**config.mk**
```make
export PLATFORM = sky130hd
export DESIGN_NAME = seg_scan_ctrl
export DESIGN_NICKNAME = d
export VERILOG_FILES = /design/src/rtl/seg_scan_ctrl.sv
export SDC_FILE = /design/constraint.sdc
export NUM_CORES = 1
export LEC_CHECK = 0
export CORE_UTILIZATION = 31
export DETAILED_ROUTE_END_ITERATION = 8
export PLACE_DENSITY = 0.56
export SLEW_MARGIN = 25
export SYNTH_ARGS = -nofsm -noshare
export SYNTH_HDL_FRONTEND = slang
export SYNTH_SLANG_ARGS = --single-unit
```
**constraint.sdc**
```tcl
create_clock -name clkin -period 1.9 [get_ports clkin]
set_input_delay 0.38 -clock clkin [delete_from_list [all_inputs] [get_ports clkin]]
set_output_delay 0.38 -clock clkin [all_outputs]
set_load 0.02 [all_outputs]
```
**src/rtl/seg_scan_ctrl.sv**
```systemverilog
// Four-digit seven-segment scan scheduler with frame-synchronous double buffering.
// Shares one external hex7seg decoder across all digits via nibble/seg_in.
module seg_scan_ctrl #(
  parameter int unsigned PRESCALE = 50000,
  parameter int unsigned GUARD    = 4
) (
  input  logic        clkin,
  input  logic        greset,
  input  logic [15:0] value,
  input  logic [3:0]  dig_en,
  input  logic [3:0]  dp_en,
  input  logic        lz_blank,
  input  logic        load,
  output logic        load_ack,
  output logic [3:0]  nibble,
  input  logic [6:0]  seg_in,
  output logic [6:0]  seg,
  output logic [3:0]  an,
  output logic        dp,
  output logic        frame_done
);

  localparam int unsigned PW = (PRESCALE > 1) ? $clog2(PRESCALE) : 1;
  localparam logic [PW-1:0] PcntMax = PW'(PRESCALE - 1);
  localparam logic [PW-1:0] PcntGuard = PW'(GUARD);

  logic [PW-1:0] pcnt_q;
  logic [1:0]    slot_q;

  logic [15:0] pend_value_q;
  logic [3:0]  pend_dig_en_q, pend_dp_en_q;
  logic        pend_lz_q, pending_q;

  logic [15:0] sh_value_q;
  logic [3:0]  sh_dig_en_q, sh_dp_en_q;
  logic        sh_lz_q;

  logic [3:0] nibble_q, an_q;
  logic       dp_q, blank_q, load_ack_q, frame_done_q;

  logic       boundary, in_guard, blank_d, dp_d;
  logic [3:0] zero_tail, an_d, nibble_d;

  always_comb begin
    boundary = (slot_q == 2'd3) && (pcnt_q == PcntMax);
    in_guard = (pcnt_q < PcntGuard);

    // zero_tail[d]: shadow nibbles d..3 are all zero
    zero_tail[3] = (sh_value_q[15:12] == 4'h0);
    zero_tail[2] = zero_tail[3] && (sh_value_q[11:8] == 4'h0);
    zero_tail[1] = zero_tail[2] && (sh_value_q[7:4] == 4'h0);
    zero_tail[0] = zero_tail[1] && (sh_value_q[3:0] == 4'h0);

    blank_d  = !sh_dig_en_q[slot_q] || (sh_lz_q && (slot_q != 2'd0) && zero_tail[slot_q]);
    nibble_d = sh_value_q[{slot_q, 2'b00} +: 4];
    an_d     = (in_guard || blank_d) ? 4'b1111 : ~(4'b0001 << slot_q);
    dp_d     = !(!in_guard && !blank_d && sh_dp_en_q[slot_q]);
  end

  always_ff @(posedge clkin) begin
    if (!greset) begin
      pcnt_q        <= '0;
      slot_q        <= 2'd0;
      pend_value_q  <= 16'h0;
      pend_dig_en_q <= 4'h0;
      pend_dp_en_q  <= 4'h0;
      pend_lz_q     <= 1'b0;
      pending_q     <= 1'b0;
      sh_value_q    <= 16'h0;
      sh_dig_en_q   <= 4'h0;
      sh_dp_en_q    <= 4'h0;
      sh_lz_q       <= 1'b0;
      nibble_q      <= 4'h0;
      an_q          <= 4'b1111;
      dp_q          <= 1'b1;
      blank_q       <= 1'b1;
      load_ack_q    <= 1'b0;
      frame_done_q  <= 1'b0;
    end else begin
      if (pcnt_q == PcntMax) begin
        pcnt_q <= '0;
        slot_q <= slot_q + 2'd1;
      end else begin
        pcnt_q <= pcnt_q + 1'b1;
      end

      // A load on the boundary cycle lands in pending and waits a full frame.
      if (load) begin
        pend_value_q  <= value;
        pend_dig_en_q <= dig_en;
        pend_dp_en_q  <= dp_en;
        pend_lz_q     <= lz_blank;
        pending_q     <= 1'b1;
      end else if (boundary && pending_q) begin
        pending_q <= 1'b0;
      end

      if (boundary && pending_q) begin
        sh_value_q  <= pend_value_q;
        sh_dig_en_q <= pend_dig_en_q;
        sh_dp_en_q  <= pend_dp_en_q;
        sh_lz_q     <= pend_lz_q;
      end

      nibble_q     <= nibble_d;
      an_q         <= an_d;
      dp_q         <= dp_d;
      blank_q      <= blank_d;
      load_ack_q   <= boundary && pending_q;
      frame_done_q <= boundary;
    end
  end

  assign nibble     = nibble_q;
  assign an         = an_q;
  assign dp         = dp_q;
  assign seg        = blank_q ? 7'h7F : seg_in;
  assign load_ack   = load_ack_q;
  assign frame_done = frame_done_q;

endmodule

```
==> results.ini <==
[detailed_routing]
drcViolationCount = 0
vias = 2502
drtPass1Iterations = 6
final_antenna_net_count = 0
first_iter_violations = 91
wl_per_cell_um = 12.91
drt_wl_total_um = 6961
viasPerCell = 4.642

[critical_path]
crit_path_start_kind = flop
path_class = flop to flop
path_max_fanout = 13
critical_path.startpoint = pcnt_q[12]$_SDFF_PP0_
endpoint_kind = flop
crit_path_end = sh_dp_en_q[2]$_SDFFE_PN0P_
cp_data_required_time_ps = 2180
reg2reg_to = sh_dp_en_q[2]$_SDFFE_PN0P_
reg2reg_slack_ps = 70
worst_ep_arrival_time_ps = 2110
r2r_start = pcnt_q[12]$_SDFF_PP0_
worstRegToRegCells = 5

[synthesis]
yosys.cell_count.top_type = dfxtp_1
synth_cell_types = 36
syn_area_mm2 = 0.003415
syn_inst = 342
synth_edf_count = 0
avgSynthCellArea_um2 = 9.984
ys_top_cells_by_count = dfxtp_1, nand2_1, mux2i_1, nor2b_1, nor2_1
synthFlopType = dfxtp_1
yosysWarningCount = 0
synth_seq_area_share_pct = 47.49
synth.largest_area_cell = dfxtp_1
synthArstFlopShare_pct = 0
synth_top_area_share_pct = 47.49
ys_top_cells_by_area = dfxtp_1, mux2i_1, nand2_1
synth-seq-cells = 81
syn-num-nets = 382

[grt]
grt_overflow = 0
grt_pass1_wl_um = 11500
grt_max_degree = 87
antenna_found_initial = 0
grt_pass1_vias = 2433
grtUsageTotal_pct = 12.93

[die]
die_area_mm2 = 0.01144
fp.dieW_um = 107.0
io_pins = 53
core_mm2 = 0.01051
rows = 37
start_util_pct = 32.49
die_y_um = 107.0

[clock_network]
cts_htree_levels = 3
clock_latency_ps = 360
clk_pin_slew_worst_paths_ps = 100
post_cts_buffers = 0
cts_hold_buffers = 0
cts_buffers = 9
cts_tree = yes
clockBufferDepth = 2
clkSinkCount = 81
cts-root-buf = clkbuf_8

[timing]
drv_slew = 0
worst_pin_slew_ps = 445.7
clock_skew_ps = 13.23
finalHoldViolCount = 0
finalSetupViolCount = 0
slew_headroom_pct = 70.15
timing.fmax_ghz = 0.5462
min_period_ps = 1831
fin_crit_sh_pct = 96.35

[final_layout]
num-fill-cells = 1015
drive_gt1_share_pct = 12.16
multi_input_area_mm2 = 0.001663
postLayoutCellArea_mm2 = 0.004364
final-seq-area_mm2 = 0.001623
nNetsFinal = 438
finalNonFillerCells = 539
area_delta_synth_final_pct = 27.81
insertedDiodeCount = 0

[min_path]
hold_path_class = input pin to flop

[pwr]
peakVddDrop_v = 0.0002999
p_leak_nw = 1.567
power_density_mw_per_mm2 = 755.4

[placement]
dp.final_hpwl_um = 4662
placedCellCount = 522
placed_cell_area_mm2 = 0.004128
numPortBuffers = 52
place_congestion = 0.7811

[flow_run]
max_cap_violations = 0

[outcome]
status = completed

## critical path, cell delays in order, from the launching register on
cell and delay [ps]:
dfxtp_1 360, or4_4 550, nor4_4 180, and3_4 270
buf_12 170, mux2i_1 210
## power breakdown
part / internal (mW) / switching [mW] / total, mW
Combinational: 0.126 / 0.0857 / 0.212
Sequential: 1.73 / 0.0201 / 1.75
Clock: 0.661 / 0.669 / 1.33
Total: 2.52 / 0.775 / 3.30
## per-layer routing
layer  vias up  part of all wire [%]  GRT usage [%]
li1       1269                     -              -
met1      1166                    50          16.93
met2        58                    43          19.63
met3         9                   5.3          3.526
met4         0                   1.7          6.164
met5         -                     0              0
## stage by stage
step	total power, mW	TNS [ps]	utilization (%)	hold WS, ps	setup slack [ps]
global route	3.431	-12.04	41.53	427.9	-8.592
floorplan	1.897	0	-	426.0	64.87
CTS	3.327	0	41.23	414.8	10.82
global placement	2.004	-386.3	39.28	446.3	-59.53
finish	3.297	0	41.53	413.8	69.31
detailed placement	2.009	-393.3	39.28	452.1	-72.28
## worst min path at each step
stage                     depth (start not counted)                  startpoint  slack, ps                    endpoint
after floorplan                                   1        pcnt_q[0]$_SDFF_PP0_        430        pcnt_q[0]$_SDFF_PP0_
after global placement                            2  sh_dp_en_q[3]$_SDFFE_PN0P_        450  sh_dp_en_q[3]$_SDFFE_PN0P_
after detailed placement                          2  sh_dp_en_q[0]$_SDFFE_PN0P_        450  sh_dp_en_q[0]$_SDFFE_PN0P_
after CTS                                         4                      greset        410            an[2]$_SDFF_PP1_
after global routing                              4                      greset        430            an[0]$_SDFF_PP1_
final                                             4                      greset        410            an[0]$_SDFF_PP1_
## kinds of logic (layout without fill, tap and decap cells)
group | Yosys count | count (layout) | share of synthesized area, %
compound gates | 8 | 8 | 1.539
simple gates | 152 | 152 | 22.68
fa+ha+maj | 5 | 5 | 1.832
xor+xnor | 14 | 14 | 3.591
buf+inv | 25 | 86 | 3.957
mux | 57 | 57 | 18.91
flops | 81 | 81 | 47.49
## cell type report
class	instances	share of cell area [%]
clock buffers	10	3.154
clock inverters	6	1.749
multi-input cells	236	38.10
flip-flops and latches	81	37.18
repair buffers	66	15.57
well taps	136	3.899
inverters	4	0.3440
## sequential cells by signal, indices dropped and copies added (netlist names), 2 cells and up
register	cells
sh_value_q	16
pcnt_q	16
pend_dig_en_q	4
pend_value_q	16
sh_dig_en_q	4
slot_q	2
sh_dp_en_q	4
pend_dp_en_q	4
an	4
nibble	4
## what timing repair did
item,in CTS,in global routing
gates resized for setup,7,3
cloned,0,1
endpoints found under the setup margin,7,21
## cell usage in the layout (no fill, tap or decap), types with 5 or more instances in the layout
cell,n
dfxtp_1,80
nand2_1,56
mux2i_1,51
clkdlybuf4s50_1,44
nor2b_1,26
nor2_1,17
nand3_1,12
clkbuf_8,10
xnor2_1,9
buf_4,9
and2_1,8
nor4_1,8
or2_2,7
dlygate4sd2_1,7
mux4_2,6
nand4_1,5
xor2_1,5
ha_1,5
No activity file was read; power rests on OpenSTA's default activity.
